`src/rtl/serial_adder_ctrl_pkg.sv`:
```
// Shared types and constants for the bit-serial adder controller.
package serial_add_pkg;

  localparam int DEFAULT_WIDTH = 8;

  typedef enum logic [1:0] {
    IDLE  = 2'd0,
    SHIFT = 2'd1,
    DONE  = 2'd2
  } state_t;

endpackage

```
`src/rtl/serial_adder_ctrl_if.sv`:
```
// Request/result bundle for serial_adder_ctrl; the ovf wire exists only
// when SERIAL_ADD_OVF_EN is defined.
interface serial_adder_ctrl_if
  import serial_add_pkg::*;
#(
  parameter int WIDTH = DEFAULT_WIDTH
);

  logic             start;
  logic [WIDTH-1:0] a;
  logic [WIDTH-1:0] b;
  logic             cin;
  logic             busy;
  logic             done;
  logic [WIDTH-1:0] sum;
  logic             cout;
`ifdef SERIAL_ADD_OVF_EN
  logic             ovf;
`endif

  modport master (
    output start, a, b, cin,
    input  busy, done, sum, cout
`ifdef SERIAL_ADD_OVF_EN
    , ovf
`endif
  );

  modport slave (
    input  start, a, b, cin,
    output busy, done, sum, cout
`ifdef SERIAL_ADD_OVF_EN
    , ovf
`endif
  );

endinterface

```
`src/rtl/serial_adder_ctrl_full_adder.sv`:
```
// One-bit full adder used as the serial datapath slice.
module full_adder (
  input  logic a,
  input  logic b,
  input  logic cin,
  output logic sum,
  output logic cout
);

  assign sum  = a ^ b ^ cin;
  assign cout = (a & b) | (cin & (a ^ b));

endmodule

```
`src/rtl/serial_adder_ctrl.sv`:
```
// Bit-serial adder: one result bit per clock, LSB first, through a single full adder.
// Optional signed-overflow output enabled by defining SERIAL_ADD_OVF_EN.
//
// state | meaning
// IDLE  | waiting for start; operands latched on the accepting edge
// SHIFT | WIDTH edges, one sum bit produced per edge
// DONE  | single-cycle done pulse, then back to IDLE unconditionally
module serial_adder_ctrl
  import serial_add_pkg::*;
#(
  parameter int WIDTH = DEFAULT_WIDTH
) (
  input  logic                clk,
  input  logic                reset,
  serial_adder_ctrl_if.slave  bus
);

  localparam int                CNT_W    = $clog2(WIDTH + 1);
  localparam logic [CNT_W-1:0]  LAST_CNT = CNT_W'(WIDTH - 1);

  state_t             state_q, state_d;
  logic [WIDTH-1:0]   a_sr_q, a_sr_d;
  logic [WIDTH-1:0]   b_sr_q, b_sr_d;
  logic [WIDTH-1:0]   s_sr_q, s_sr_d;
  logic               carry_q, carry_d;
  logic [CNT_W-1:0]   cnt_q, cnt_d;
  logic [WIDTH-1:0]   sum_q, sum_d;
  logic               cout_q, cout_d;
  logic               done_q, done_d;
  logic               busy_q, busy_d;
`ifdef SERIAL_ADD_OVF_EN
  logic               ovf_q, ovf_d;
`endif

  logic fa_sum;
  logic fa_cout;

  full_adder u_fa (
    .a    (a_sr_q[0]),
    .b    (b_sr_q[0]),
    .cin  (carry_q),
    .sum  (fa_sum),
    .cout (fa_cout)
  );

  always_comb begin
    state_d = state_q;
    a_sr_d  = a_sr_q;
    b_sr_d  = b_sr_q;
    s_sr_d  = s_sr_q;
    carry_d = carry_q;
    cnt_d   = cnt_q;
    sum_d   = sum_q;
    cout_d  = cout_q;
    done_d  = 1'b0;
    busy_d  = busy_q;
`ifdef SERIAL_ADD_OVF_EN
    ovf_d   = ovf_q;
`endif

    unique case (state_q)
      IDLE: begin
        if (bus.start) begin
          a_sr_d  = bus.a;
          b_sr_d  = bus.b;
          carry_d = bus.cin;
          s_sr_d  = '0;
          cnt_d   = '0;
          busy_d  = 1'b1;
          state_d = SHIFT;
        end
      end
      SHIFT: begin
        a_sr_d  = a_sr_q >> 1;
        b_sr_d  = b_sr_q >> 1;
        s_sr_d  = {fa_sum, s_sr_q[WIDTH-1:1]};
        carry_d = fa_cout;
        cnt_d   = cnt_q + CNT_W'(1);
        // On the last bit carry_q is the carry into the MSB.
        if (cnt_q == LAST_CNT) begin
          sum_d   = {fa_sum, s_sr_q[WIDTH-1:1]};
          cout_d  = fa_cout;
`ifdef SERIAL_ADD_OVF_EN
          ovf_d   = carry_q ^ fa_cout;
`endif
          done_d  = 1'b1;
          state_d = DONE;
        end
      end
      DONE: begin
        busy_d  = 1'b0;
        state_d = IDLE;
      end
      default: begin
        busy_d  = 1'b0;
        state_d = IDLE;
      end
    endcase
  end

  always_ff @(posedge clk) begin
    if (reset) begin
      state_q <= IDLE;
      a_sr_q  <= '0;
      b_sr_q  <= '0;
      s_sr_q  <= '0;
      carry_q <= 1'b0;
      cnt_q   <= '0;
      sum_q   <= '0;
      cout_q  <= 1'b0;
      done_q  <= 1'b0;
      busy_q  <= 1'b0;
`ifdef SERIAL_ADD_OVF_EN
      ovf_q   <= 1'b0;
`endif
    end else begin
      state_q <= state_d;
      a_sr_q  <= a_sr_d;
      b_sr_q  <= b_sr_d;
      s_sr_q  <= s_sr_d;
      carry_q <= carry_d;
      cnt_q   <= cnt_d;
      sum_q   <= sum_d;
      cout_q  <= cout_d;
      done_q  <= done_d;
      busy_q  <= busy_d;
`ifdef SERIAL_ADD_OVF_EN
      ovf_q   <= ovf_d;
`endif
    end
  end

  assign bus.sum  = sum_q;
  assign bus.cout = cout_q;
  assign bus.done = done_q;
  assign bus.busy = busy_q;
`ifdef SERIAL_ADD_OVF_EN
  assign bus.ovf  = ovf_q;
`endif

endmodule

```
`src/flat_wrapper.sv`:
```
// flat-port wrapper written by rule: the top's interface ports become plain ports
module serial_adder_ctrl_flat import serial_add_pkg::*;
#(
  parameter int WIDTH = DEFAULT_WIDTH
)
  (clk, reset, bus_start, bus_a, bus_b, bus_cin, bus_busy, bus_done, bus_sum, bus_cout);
  serial_adder_ctrl_if #(.WIDTH(WIDTH)) bus_i ();
  input  logic clk;
  input  logic reset;
  input wire logic [$bits(bus_i.start)-1:0] bus_start;
  input wire logic [$bits(bus_i.a)-1:0] bus_a;
  input wire logic [$bits(bus_i.b)-1:0] bus_b;
  input wire logic [$bits(bus_i.cin)-1:0] bus_cin;
  output wire logic [$bits(bus_i.busy)-1:0] bus_busy;
  output wire logic [$bits(bus_i.done)-1:0] bus_done;
  output wire logic [$bits(bus_i.sum)-1:0] bus_sum;
  output wire logic [$bits(bus_i.cout)-1:0] bus_cout;
  assign bus_i.start = bus_start;
  assign bus_i.a = bus_a;
  assign bus_i.b = bus_b;
  assign bus_i.cin = bus_cin;
  assign bus_busy = bus_i.busy;
  assign bus_done = bus_i.done;
  assign bus_sum = bus_i.sum;
  assign bus_cout = bus_i.cout;
  serial_adder_ctrl #(.WIDTH(WIDTH)) u_core (.clk(clk), .reset(reset), .bus(bus_i));
endmodule
```
`config.mk`:
```
export PLATFORM = sky130hd
export DESIGN_NAME = serial_adder_ctrl_flat
export DESIGN_NICKNAME = d
export VERILOG_FILES = /design/src/rtl/serial_adder_ctrl_pkg.sv /design/src/rtl/serial_adder_ctrl_if.sv /design/src/rtl/serial_adder_ctrl_full_adder.sv /design/src/rtl/serial_adder_ctrl.sv /design/src/flat_wrapper.sv
export SDC_FILE = /design/constraint.sdc
export NUM_CORES = 1
export LEC_CHECK = 0
export CORE_MARGIN = 1.5
export CORE_UTILIZATION = 30
export CTS_BUF_LIST = sky130_fd_sc_hd__clkbuf_4 sky130_fd_sc_hd__clkbuf_8 sky130_fd_sc_hd__clkbuf_16
export CTS_CLUSTER_SIZE = 10
export DETAILED_ROUTE_END_ITERATION = 10
export SLEW_MARGIN = 20
export SYNTH_ARGS = -nofsm -noshare
export SYNTH_HDL_FRONTEND = slang
export SYNTH_SLANG_ARGS = --single-unit
export TNS_END_PERCENT = 100
```
`constraint.sdc`:
```
create_clock -name clk -period 4.4 [get_ports clk]
set_clock_uncertainty 0.15 [all_clocks]
set_input_delay 0.88 -clock clk [delete_from_list [all_inputs] [get_ports clk]]
set_output_delay 0.88 -clock clk [all_outputs]
set_load 0.005 [all_outputs]
```
==> metrics.md <==
| Metric | Value |
|---|---|
| Status | `complete, no violations` |
| I/O pins | `31` |
| Clk root buf | `clkbuf_8` |
| Slew margin rel. | `35.90%` |
| Deepest clock path buffer count | `2` |
| # rows | `28` |
| Starting Density | `31.39%` |
| Final ANT Viol Nets | `0` |
| Setup tns final | `0 ps` |
| Area Overhead vs Synth | `20.88%` |
| H-tree Lvls | `2` |
| Overall Global Routing Usage | `13.52%` |
| Worst Tran Pin Value | `958.5 ps` |
| Final Wtd Congestion | `0.7395` |
| CTS Hold Bufs | `0` |
| Crit path DAT | `2570 ps` |
| Crit-path max cell delay | `720 ps` |
| Clock sink count | `41` |
| Fin crit period | `2508 ps` |
| DRT iter0 DRCs | `108` |
| Port bufs | `30` |
| Setup violators final | `0` |
| First-pass GRT wire length | `7.065 mm` |
| Distinct cells, synth | `31` |
| Clock Latency Late Sink | `300 ps` |
| Leak pwr | `0.8169 nW` |
| Grt ovf | `0` |
| Post-synth EDFFs | `0` |
| Largest net degree at the start of global routing | `34` |
| Vias | `1620` |
| Final hold violation count | `0` |
| Total iterations of the first detailed-routing run | `4` |
| Area of the core | `0.005956 mm²` |
| CP Launch Type | `input port` |
| DRC Markers | `0` |
| Setup bufs post-CTS | `0` |
| Crit Path Category | `input port to flop` |
| N_diodes | `0` |
| Share of the synthesized area in the top cell type | `43.91%` |
| Cell Area, Synth | `0.001869 mm²` |
| Max FO, Critical Path | `16` |
| Slowest-stage cell, CP | `clkdlybuf4s50_1` |
| Synth area leader | `dfxtp_1` |
| Placed Cells | `309` |
| Layout Cells excl Fill | `317` |
| Routed len/inst | `13.17 µm` |
| Fin area | `0.002260 mm²` |
| Initial antenna violation count | `0` |
| Sequential share of the synthesized area | `43.91%` |
| Total CTS buffers | `5` |
| Hold slack final | `322.2 ps` |
| Post-Syn Nets | `245` |
| MaxCap Viol Count | `0` |
| Worst Path Buf+Inv | `1` |
| Critical path cell sequence | `clkdlybuf4s50_1 > o21bai_2 > a21oi_1 > a221oi_1` |
| Die H | `81.94 µm` |
| Final Max Tran Viols | `0` |
| Die area | `0.006713 mm²` |
| Clk pin slew, worst setup/hold paths | `80 ps` |
| Peak supply drop | `0.1281 mV` |
| Critical Path End Type | `flop` |
| Worst endpoint required time | `4460 ps` |
| Post-DP HPWL | `2.665 mm` |
| Die X | `81.94 µm` |
| Pwr/cell area | `326.3 mW/mm²` |
| Final-layout fill cell count | `608` |
| Dominant synthesized flop cell | `dfxtp_1` |
| Delay-heaviest family, CP | `compound AO/OA/AOI/OAI gates` |
| Post-cts sizing count | `0` |
| CTS tree | `yes` |
| Vias in the first global route | `1498` |
| Via-to-Cell Ratio | `5.110` |
| Fmax | `398.7 MHz` |
| Number of synthesized register bits | `41` |
| Share of cells above drive strength 1 | `10.33%` |
| Largest cells by area after synthesis | `dfxtp_1 44%, a21oi_1 9.9%, nor2_1 6.8%` |
| WL final | `4.175 mm` |
| Post-synth ARST share | `0%` |
| Nets | `263` |
| Synthesis Warnings | `0` |
| Unrepaired setup endpoints after global routing | `no` |
| Post-Synthesis Cells | `223` |
| Worst hold path type | `flop to flop` |
| Syn avg cell area | `8.382 µm²` |
| Period utilisation layout | `57.00%` |
| DP Area | `0.002173 mm²` |
[worst register-to-register path: stages (launching register included)]
cell	delay, ps
dfxtp_1	800
and2b_1	650
a21oi_1	150
a221oi_1	270
[metal layers]
layer / GRT usage (%) / routed length [µm]
met3: 2.667 / 146
met4: 5.593 / 82
met1: 18.24 / 2017
met2: 20.90 / 1928
met5: 0 / 0
[worst paths after layout]
kind                                         from  depth (start not counted)  slack [ps]                 to
worst max-delay path                    bus_start                          4        1890     u_core.carry_q
worst min-delay path            u_core.bus.sum[6]                          2         320  u_core.bus.sum[6]
worst min register to register  u_core.bus.sum[6]                          2         320  u_core.bus.sum[6]
worst max register to register  u_core.state_q[0]                          3        2300     u_core.carry_q
[final cells by class]
class | instances | area [µm²] | share of cell area [%]
Clock buffer | 6 | 76.32 | 3.378
Clock inverter | 2 | 10.01 | 0.4430
Inverter | 14 | 52.55 | 2.326
Multi-Input combinational cell | 146 | 883.3 | 39.09
Sequential cell | 41 | 820.8 | 36.32
Tap cell | 75 | 93.84 | 4.153
Timing Repair Buffer | 33 | 322.8 | 14.29
[report_power, final]
group / leakage (nW) / internal (mW) / switching, mW
Sequential: 0.335 / 0.388 / 0.0170
Combinational: 0.433 / 0.0446 / 0.0433
Clock: 0.0484 / 0.116 / 0.129
Total: 0.817 / 0.548 / 0.189
[stage by stage]
step                total power, mW  utilization, %  worst slack (ps)
floorplan                    0.4720               -              2641
finish                       0.7374           37.94              1892
global route                 0.7742           37.94              1763
global placement             0.4996           36.49              1589
CTS                          0.7438           37.94              1872
detailed placement           0.5011           36.49              1548
[state kept, by name, indices dropped and copies added (netlist names)]
signal,cells
u_core.s_sr_q,7
u_core.carry_q,1
u_core.bus.done,1
u_core.cnt_q,4
u_core.a_sr_q,8
u_core.bus.cout,1
u_core.b_sr_q,8
u_core.bus.sum,8
u_core.state_q,2
u_core.bus.busy,1
[synthesized netlist by cell type (all sizes together) (6+ instances only)]
master,number
buf,11
nand3,11
nor2b,6
a22oi,8
nor2,34
o31ai,9
o221a,11
a21oi,37
clkbuf,11
dfxtp,41
inv,14
[cells by family after synthesis]
family | synth area share (%)
AOI/OAI and AO/OA | 28.65
and+or+nand+nor | 16.33
DFF | 43.91
buffers and inverters | 8.835
adders and majority gates | 1.740
muxes | 0.5355
[layout by cell type (no fill, tap or decap), drive strengths merged, types with 6 or more instances in the layout]
| cell type | Yosys | layout |
|---|---|---|
| clkdlybuf4s50 | 0 | 30 |
| clkbuf | 11 | 6 |
| o31ai | 9 | 9 |
| dfxtp | 41 | 41 |
| a21oi | 37 | 37 |
| a22oi | 8 | 8 |
| nor2 | 34 | 34 |
| nand3 | 11 | 11 |
| inv | 14 | 14 |
| nor2b | 6 | 6 |
| o221a | 11 | 11 |
Note: power is estimated with default switching activity, not from simulation.
